==> src/rtl/stream_rr_arbiter.sv <==
// stream_rr_arbiter: packet-granular round-robin arbiter feeding one registered valid/ready stream.
module stream_rr_arbiter #(
    parameter int WIDTH     = 16,
    parameter int NUM_REQ   = 4,
    parameter int MAX_BEATS = 64,
    parameter int IDX_W     = $clog2(NUM_REQ)
) (
    input  logic                     i_clock,
    input  logic                     i_reset_n,
    input  logic [NUM_REQ*WIDTH-1:0] i_in_data,
    input  logic [NUM_REQ-1:0]       i_in_valid,
    input  logic [NUM_REQ-1:0]       i_in_last,
    output logic [NUM_REQ-1:0]       o_in_ready,
    output logic [WIDTH-1:0]         o_out_data,
    output logic                     o_out_valid,
    output logic                     o_out_last,
    output logic [IDX_W-1:0]         o_out_src,
    input  logic                     i_out_ready,
    output logic                     o_busy,
    output logic                     o_err_truncate
);
    typedef enum logic {IDLE, GRANT} state_t;
    state_t           r_state, w_state_next;
    logic [IDX_W-1:0] r_grant, r_last_grant, w_sel;
    logic [15:0]      r_beat_cnt;
    logic             w_ld, w_xfer, w_last, w_any;

    assign w_any      = |i_in_valid;
    assign w_ld       = ~o_out_valid | i_out_ready;
    assign w_xfer     = (r_state == GRANT) && i_in_valid[r_grant] && w_ld;
    assign w_last     = i_in_last[r_grant] || (r_beat_cnt == 16'(MAX_BEATS - 1));
    assign o_in_ready = (r_state == GRANT && w_ld) ? (NUM_REQ'(1) << r_grant) : '0;
    assign o_busy     = (r_state == GRANT);

    // Scan downward so the candidate closest after last_grant is written last and wins.
    always_comb begin
        int j;
        j     = 0;
        w_sel = '0;
        for (int i = NUM_REQ; i >= 1; i--) begin
            j = (int'(r_last_grant) + i) % NUM_REQ;
            if (i_in_valid[j[IDX_W-1:0]]) w_sel = j[IDX_W-1:0];
        end
    end

    always_comb begin
        w_state_next = r_state;
        if (r_state == IDLE && w_any) w_state_next = GRANT;
        if (w_xfer && w_last) w_state_next = IDLE;
    end

    always_ff @(posedge i_clock or negedge i_reset_n) begin
        if (!i_reset_n) begin
            r_state        <= IDLE;
            r_grant        <= '0;
            r_last_grant   <= IDX_W'(NUM_REQ - 1);
            r_beat_cnt     <= '0;
            o_out_data     <= '0;
            o_out_valid    <= 1'b0;
            o_out_last     <= 1'b0;
            o_out_src      <= '0;
            o_err_truncate <= 1'b0;
        end else begin
            r_state        <= w_state_next;
            o_err_truncate <= w_xfer && w_last && !i_in_last[r_grant];
            if (w_xfer) begin
                o_out_data  <= i_in_data[r_grant*WIDTH +: WIDTH];
                o_out_last  <= w_last;
                o_out_src   <= r_grant;
                o_out_valid <= 1'b1;
                r_beat_cnt  <= r_beat_cnt + 16'd1;
            end else if (w_ld) begin
                o_out_valid <= 1'b0;
            end
            if (r_state == IDLE && w_any) begin
                r_grant    <= w_sel;
                r_beat_cnt <= '0;
            end
            if (w_xfer && w_last) r_last_grant <= r_grant;
        end
    end
endmodule

==> config.mk <==
export PLATFORM = sky130hd
export DESIGN_NAME = stream_rr_arbiter
export DESIGN_NICKNAME = d
export VERILOG_FILES = /design/src/rtl/stream_rr_arbiter.sv
export SDC_FILE = /design/constraint.sdc
export NUM_CORES = 1
export LEC_CHECK = 0
export ABC_AREA = 1
export CORE_ASPECT_RATIO = 0.6
export CORE_UTILIZATION = 45
export CTS_CLUSTER_SIZE = 20
export DETAILED_ROUTE_END_ITERATION = 7
export PLACE_DENSITY = 0.8
export SLEW_MARGIN = 30
export SYNTH_ARGS = -nofsm -noshare
export SYNTH_HDL_FRONTEND = slang
export SYNTH_SLANG_ARGS = --single-unit
==> constraint.sdc <==
create_clock -name i_clock -period 2.1 [get_ports i_clock]
set_input_delay 0.21 -clock i_clock [delete_from_list [all_inputs] [get_ports i_clock]]
set_output_delay 0.21 -clock i_clock [all_outputs]
set_load 0.05 [all_outputs]
==> impl_metrics.json, run 1 <==
{
  "drive_gt1_share_pct": 8.49,
  "drc": 0,
  "nFillCells": 481,
  "vias": 3211,
  "power_switching_mw": 2.98,
  "synth_area_mm2": 0.00281,
  "num_rows": 21,
  "ff_latch_area_mm2": 0.00105,
  "synth_cells": 412,
  "synth_fa_ha_area_share_pct": 0.445,
  "pwr-share-seq_pct": 23.5,
  "status": "completed",
  "ios": 101,
  "synth-simple-area-share_pct": 45.7,
  "routabilityCongestion": 0.904,
  "hold_buffers": 1,
  "cp-start-kind": "flop",
  "fin_setup_tns_ps": 0,
  "leakagePower_nw": 1.85,
  "grt_pass1_wl_mm": 14.5,
  "drt_wl_total_mm": 8.57,
  "clk_pin_slew_ps": 80,
  "setup_viol": 0,
  "cts_tree": "built",
  "dpl.hpwl_mm": 6.47,
  "syn_nets": 488,
  "combPwrFrac_pct": 62.8,
  "finalCritPeriodShare_pct": 87.5,
  "cp.required_ps": 1890,
  "maxCapViolCount": 0,
  "yosys.area.top_type": "dfrtp_1",
  "grt_use_total_pct": 27.4,
  "cts-resized-gates": 0,
  "slew_violations": 0,
  "finalCriticalPeriod_ps": 1840,
  "diodes": 0,
  "antenna_found_initial": 0,
  "drt_pass1_iterations": 5,
  "postLayoutCoreUtil_pct": 70.5,
  "worst_ep_arrival_time_ps": 1630,
  "synthDistinctLibCells": 32,
  "rsz0062_at_grt": "no",
  "cts-buffers-inserted": 5,
  "p_clk_share_pct": 13.7,
  "drtIter0Drc": 267,
  "ant_nets": 0,
  "p_total_mw": 5.87,
  "path_class": "reg -> out",
  "synth.yosys.seq_area_share_pct": 37.5,
  "num-nets-final": 593,
  "p_int_mw": 2.90,
  "switching_share_pct": 50.7,
  "area_growth_pct": 45.1,
  "dieHeight_um": 63.2,
  "clk_latency_ps": 300,
  "synth_compound_area_share_pct": 6.86,
  "globalRouteOverflowTotal": 0,
  "post-cts-setup-buffers": 0,
  "endpoint_kind": "output port",
  "dieArea_mm2": 0.00657,
  "max_slew.worst_pin.slew_ps": 538,
  "multi_input_area_mm2": 0.00152,
  "synth-xor-area-share_pct": 0.935,
  "synth_top_family_by_area": "simple AND/OR/NAND/NOR gates",
  "clock_path_buffers": 2,
  "ctsHtreeMaxLevel": 2,
  "numClockSinks": 42,
  "ys_warn_count": 0,
  "hold_viol": 0,
  "die_x_um": 104,
  "io_buffers": 100,
  "routedWlPerCell_um": 14.3,
  "start_util_pct": 48.6,
  "root_buffer": "clkbuf_8",
  "fmax_mhz": 544,
  "core_area_mm2": 0.00578,
  "power_density_mw_per_mm2": 1440,
  "ys_ff_latch": 42,
  "post_drt_via_cell_ratio": 5.37,
  "yosys-top-cells-area": "dfrtp_1, nand2_1, nand3_1, nand4_1, inv_1",
  "fin_skew_ps": 12.9,
  "hold_path.class": "in -> async",
  "grt_max_degree": 34,
  "syn_avg_cell_area_um2": 6.82,
  "grt_pass1_vias": 3030,
  "ir_worst_vdd_uv": 654,
  "crit_fanout": 17,
  "relSlewSlack_pct": 64.1,
  "synth_top_area_share_pct": 35.6,
  "synthMuxAreaShare_pct": 0
}
==> critical path, cell delays in order (launching register included) <==
cell     delay [ps]
dfrtp_1         480
nor2_4          140
buf_4           240
inv_1            90
nor2_1          210
buf_12          170
==> metal layers <==
layer | wire length, um | vias to the layer above | global-route usage (%)
li1 | - | 1587 | -
met4 | 96 | 0 | 6.61
met3 | 711 | 8 | 5.38
met5 | 0 | - | 0
met1 | 3950 | 1463 | 37.3
met2 | 3810 | 153 | 45.0
==> flip-flops by register name (all words and copies together) (netlist names) <==
register	count
o_out_data	16
r_beat_cnt	16
o_out_src	2
r_grant	2
r_last_grant	2
o_busy	1
o_err_truncate	1
o_out_last	1
o_out_valid	1
==> metrics by stage <==
step / setup WS, ps / cells / area (um2) / hold slack (ps)
detailed placement: 249 / 589 / 3920 / 212
global route: 153 / 598 / 4080 / 484
floorplan: 289 / 412 / 2810 / -85.6
CTS: 246 / 598 / 4080 / 425
global placement: 325 / 589 / 3920 / 212
finish: 262 / 598 / 4080 / 418
==> synthesized netlist by cell type, drive strengths merged <==
library cell    n
a21oi           5
buf            10
clkbuf          9
clkinv          1
dfrtp          40
dfstp           2
ha              1
inv            31
nand2         145
nand3          69
nand4          33
nor2           27
nor3            7
nor3b           1
nor4            1
o21ai          23
o21bai          2
o22ai           2
xnor2           1
xor2            2
==> power groups by stage <==
stage,Sequential [mW],Clock (mW),Combinational (mW)
floorplan,1.92,0,1.96
global placement,1.38,0,3.58
detailed placement,1.39,0,3.66
CTS,1.38,0.815,3.68
global route,1.42,0.843,4.03
finish,1.38,0.805,3.69
==> path summary, 6_finish.rpt <==
check | from | end | slack (ps) | depth (start not counted)
worst max-delay path | r_grant[1] | o_in_ready[0] | 260 | 5
worst min-delay path | i_reset_n | r_beat_cnt[8] | 420 | 2
worst max register to register | r_last_grant[0] | r_grant[1] | 370 | 8
worst min register to register | o_out_data[11] | o_out_data[11] | 480 | 2
max in group asynchronous | i_reset_n | r_last_grant[1] | 1040 | 3
min in group i_clock | o_out_data[11] | o_out_data[11] | 480 | 2
==> cells by family (layout without fill, tap and decap cells) <==
logic type,after synthesis,count (layout)
and+or+nand+nor,283,283
adders and majority gates,1,1
DFF,42,42
AOI/OAI and AO/OA,32,32
xor gates and xnor gates,3,3
buffers and inverters,51,157
==> layout by cell type (no fill, tap or decap), types with 5 or more instances in the layout <==
| cell | instances |
|---|---|
| nand2_1 | 143 |
| clkdlybuf4s50_1 | 95 |
| nand3_1 | 69 |
| dfrtp_1 | 40 |
| nand4_1 | 33 |
| inv_1 | 29 |
| nor2_1 | 23 |
| buf_4 | 18 |
| o21ai_0 | 11 |
| o21ai_1 | 10 |
| nor3_1 | 7 |
| clkbuf_8 | 6 |
| a21oi_1 | 5 |
==> area by class of cell <==
type | instances | share of cell area [%]
Timing Repair Buffer | 117 | 28.0
Multi-Input combinational cell | 319 | 37.2
Clock inverter | 2 | 1.47
Sequential cell | 42 | 25.8
Tap cell | 80 | 2.46
Inverter | 32 | 3.01
Clock buffer | 6 | 2.03
Note: power is estimated with default switching activity, not from simulation.
==> inputs of run 2 (changes only) <==
- CORE_UTILIZATION: 45 -> 41
- PLACE_DENSITY: 0.8 -> 0.77
- RECOVER_POWER: default -> 100
- clock period: 2.1 -> 1.65 ns (I/O delays scaled with it)
==> run 2 against run 1 <==
  * Via count increased by 3.2%
  * Power increased by 29%
  * Count of clock-buffer cells in the layout increased by 1
  * Sequential power increased by 27%
  * Combinational power increased by 31%
  * Routed wire length increased by 6.2%
  * Cell count increased by 2.8%
  * Worst setup slack got worse by 180 ps
  * Clock skew decreased by 6.3 ps
  * Core utilization decreased by 6.0 points
  * First-iteration DRC count increased by 3.4%
  * Critical endpoint is now r_beat_cnt[2]
==> impl_metrics.json, run 2 (synthesis results as in run 1) <==
{
  "cts_tree": "built",
  "status": "completed",
  "power_density_mw_per_mm2": 1850,
  "grt_pass1_vias": 3007,
  "wl_met3_um": 774,
  "dieHeight_um": 66.1,
  "routabilityCongestion": 0.953,
  "clk_latency_ps": 280,
  "wl_met2_mm": 3.97,
  "hold_viol": 0,
  "ios": 101,
  "p_total_mw": 7.58,
  "start_util_pct": 44.2,
  "final_cell_mix": "nand2_1, clkdlybuf4s50_1, nand3_1, dfrtp_1, nand4_1",
  "drc": 0,
  "clk_pin_slew_ps": 60,
  "crit_fanout": 12,
  "root_buffer": "clkbuf_16",
  "slew_violations": 0,
  "finalCriticalPeriod_ps": 1570,
  "hold_slack_ps": 479,
  "maxCapViolCount": 0,
  "top_regs": "o_out_data x16, r_beat_cnt x16",
  "final_common_cell": "nand2_1",
  "endpoint_kind": "flop",
  "drt_pass1_iterations": 8,
  "fin_skew_ps": 6.64,
  "clock_path_buffers": 2,
  "antenna_found_initial": 0,
  "postLayoutCoreUtil_pct": 64.5,
  "dpl.hpwl_mm": 6.82,
  "cp.required_ps": 1860,
  "relSlewSlack_pct": 58.4,
  "globalRouteOverflowTotal": 0,
  "highest_layer": "met4",
  "drtIter0Drc": 276,
  "met1_length_mm": 4.29,
  "fmax_mhz": 639,
  "grt_max_degree": 43,
  "dieArea_mm2": 0.00720,
  "finalCritPeriodShare_pct": 94.9,
  "cts-buffers-inserted": 5,
  "numClockSinks": 42,
  "postLayoutSetupSlackWorst_ps": 84.6,
  "leakagePower_nw": 1.86,
  "num-nets-final": 606,
  "ir_worst_vdd_uv": 935,
  "area_growth_pct": 46.1,
  "grt_use_total_pct": 26.0,
  "final_area_mm2": 0.00410,
  "drive_gt1_share_pct": 12.1,
  "placedInstanceArea_mm2": 0.00400,
  "grt_pass1_wl_mm": 14.3,
  "core_area_mm2": 0.00636,
  "setup_viol": 0,
  "diodes": 0,
  "drt_wl_total_mm": 9.10,
  "vias": 3315,
  "cp-start-kind": "flop",
  "ctsHtreeMaxLevel": 2,
  "post-place-ws_ps": -73.7,
  "die_x_um": 109,
  "post_drt_via_cell_ratio": 5.39,
  "path_class": "reg -> reg",
  "num_rows": 22,
  "ant_nets": 0,
  "dp_cells": 605,
  "hold_path.class": "reg -> reg",
  "worst_ep_arrival_time_ps": 1770,
  "max_slew.worst_pin.slew_ps": 627,
  "io_buffers": 100,
  "stdcell_count": 615,
  "fin_setup_tns_ps": 0,
  "routedWlPerCell_um": 14.8
}
==> run 2: cell count changes in the layout (fill, tap and decap cells not counted), moves of 2 or more <==
cell / before / now
clkdlybuf4s50_1: 95 / 73
buf_12: 2 / 5
dfrtp_1: 40 / 36
clkbuf_1: 0 / 23
dfrtp_2: 0 / 4
clkbuf_8: 6 / 1
buf_4: 18 / 27
bufinv_16: 2 / 0
clkbuf_16: 0 / 5
==> run 2: repair_timing <==
item	4_1_cts	5_1_grt
hold endpoints to repair	40	0
resized for setup	0	7
buffers inserted	0	1
hold buffers	1	0
endpoints found under the setup margin	0	27
==> run 2: power breakdown <==
part	switching [mW]	internal (mW)
sequential	0.319	1.43
combinational	3.22	1.61
clock	0.388	0.600
==> run 2: area by class of cell <==
| cell class | count | area [um2] |
|---|---|---|
| multi-input combinational | 319 | 1530 |
| clock inverter | 1 | 5.00 |
| timing repair buffer | 130 | 1140 |
| tap | 84 | 105 |
| sequential | 42 | 1060 |
| clock buffer | 7 | 143 |
| fill | 575 | 2250 |
| inverter | 32 | 126 |
==> run 2: worst paths after layout <==
check | start | end | slack, ps | cells past startpoint
min in group asynchronous | i_reset_n | o_out_src[0] | 490 | 3
worst min-delay path | o_out_last | o_out_last | 480 | 2
max in group asynchronous | i_reset_n | o_out_valid | 750 | 3
worst max register to register | r_grant[1] | r_beat_cnt[2] | 80 | 8
worst max-delay path | r_grant[1] | r_beat_cnt[2] | 80 | 8
worst min register to register | o_out_last | o_out_last | 480 | 2
==> run 2: routing by layer <==
layer  up-vias  track usage, %
met4         0            5.24
met1      1511            36.2
met5         -               0
li1       1614               -
met2       184            41.1
met3         6            5.91
==> run 2: worst max-delay path: stages, from the launching register on <==
cell and delay (ps):
dfrtp_2 470, nor2_4 190, nand2_1 90, o21ai_2 110
nor2_2 100, nor2_8 160, buf_12 160, nand2_1 50
a21oi_1 150
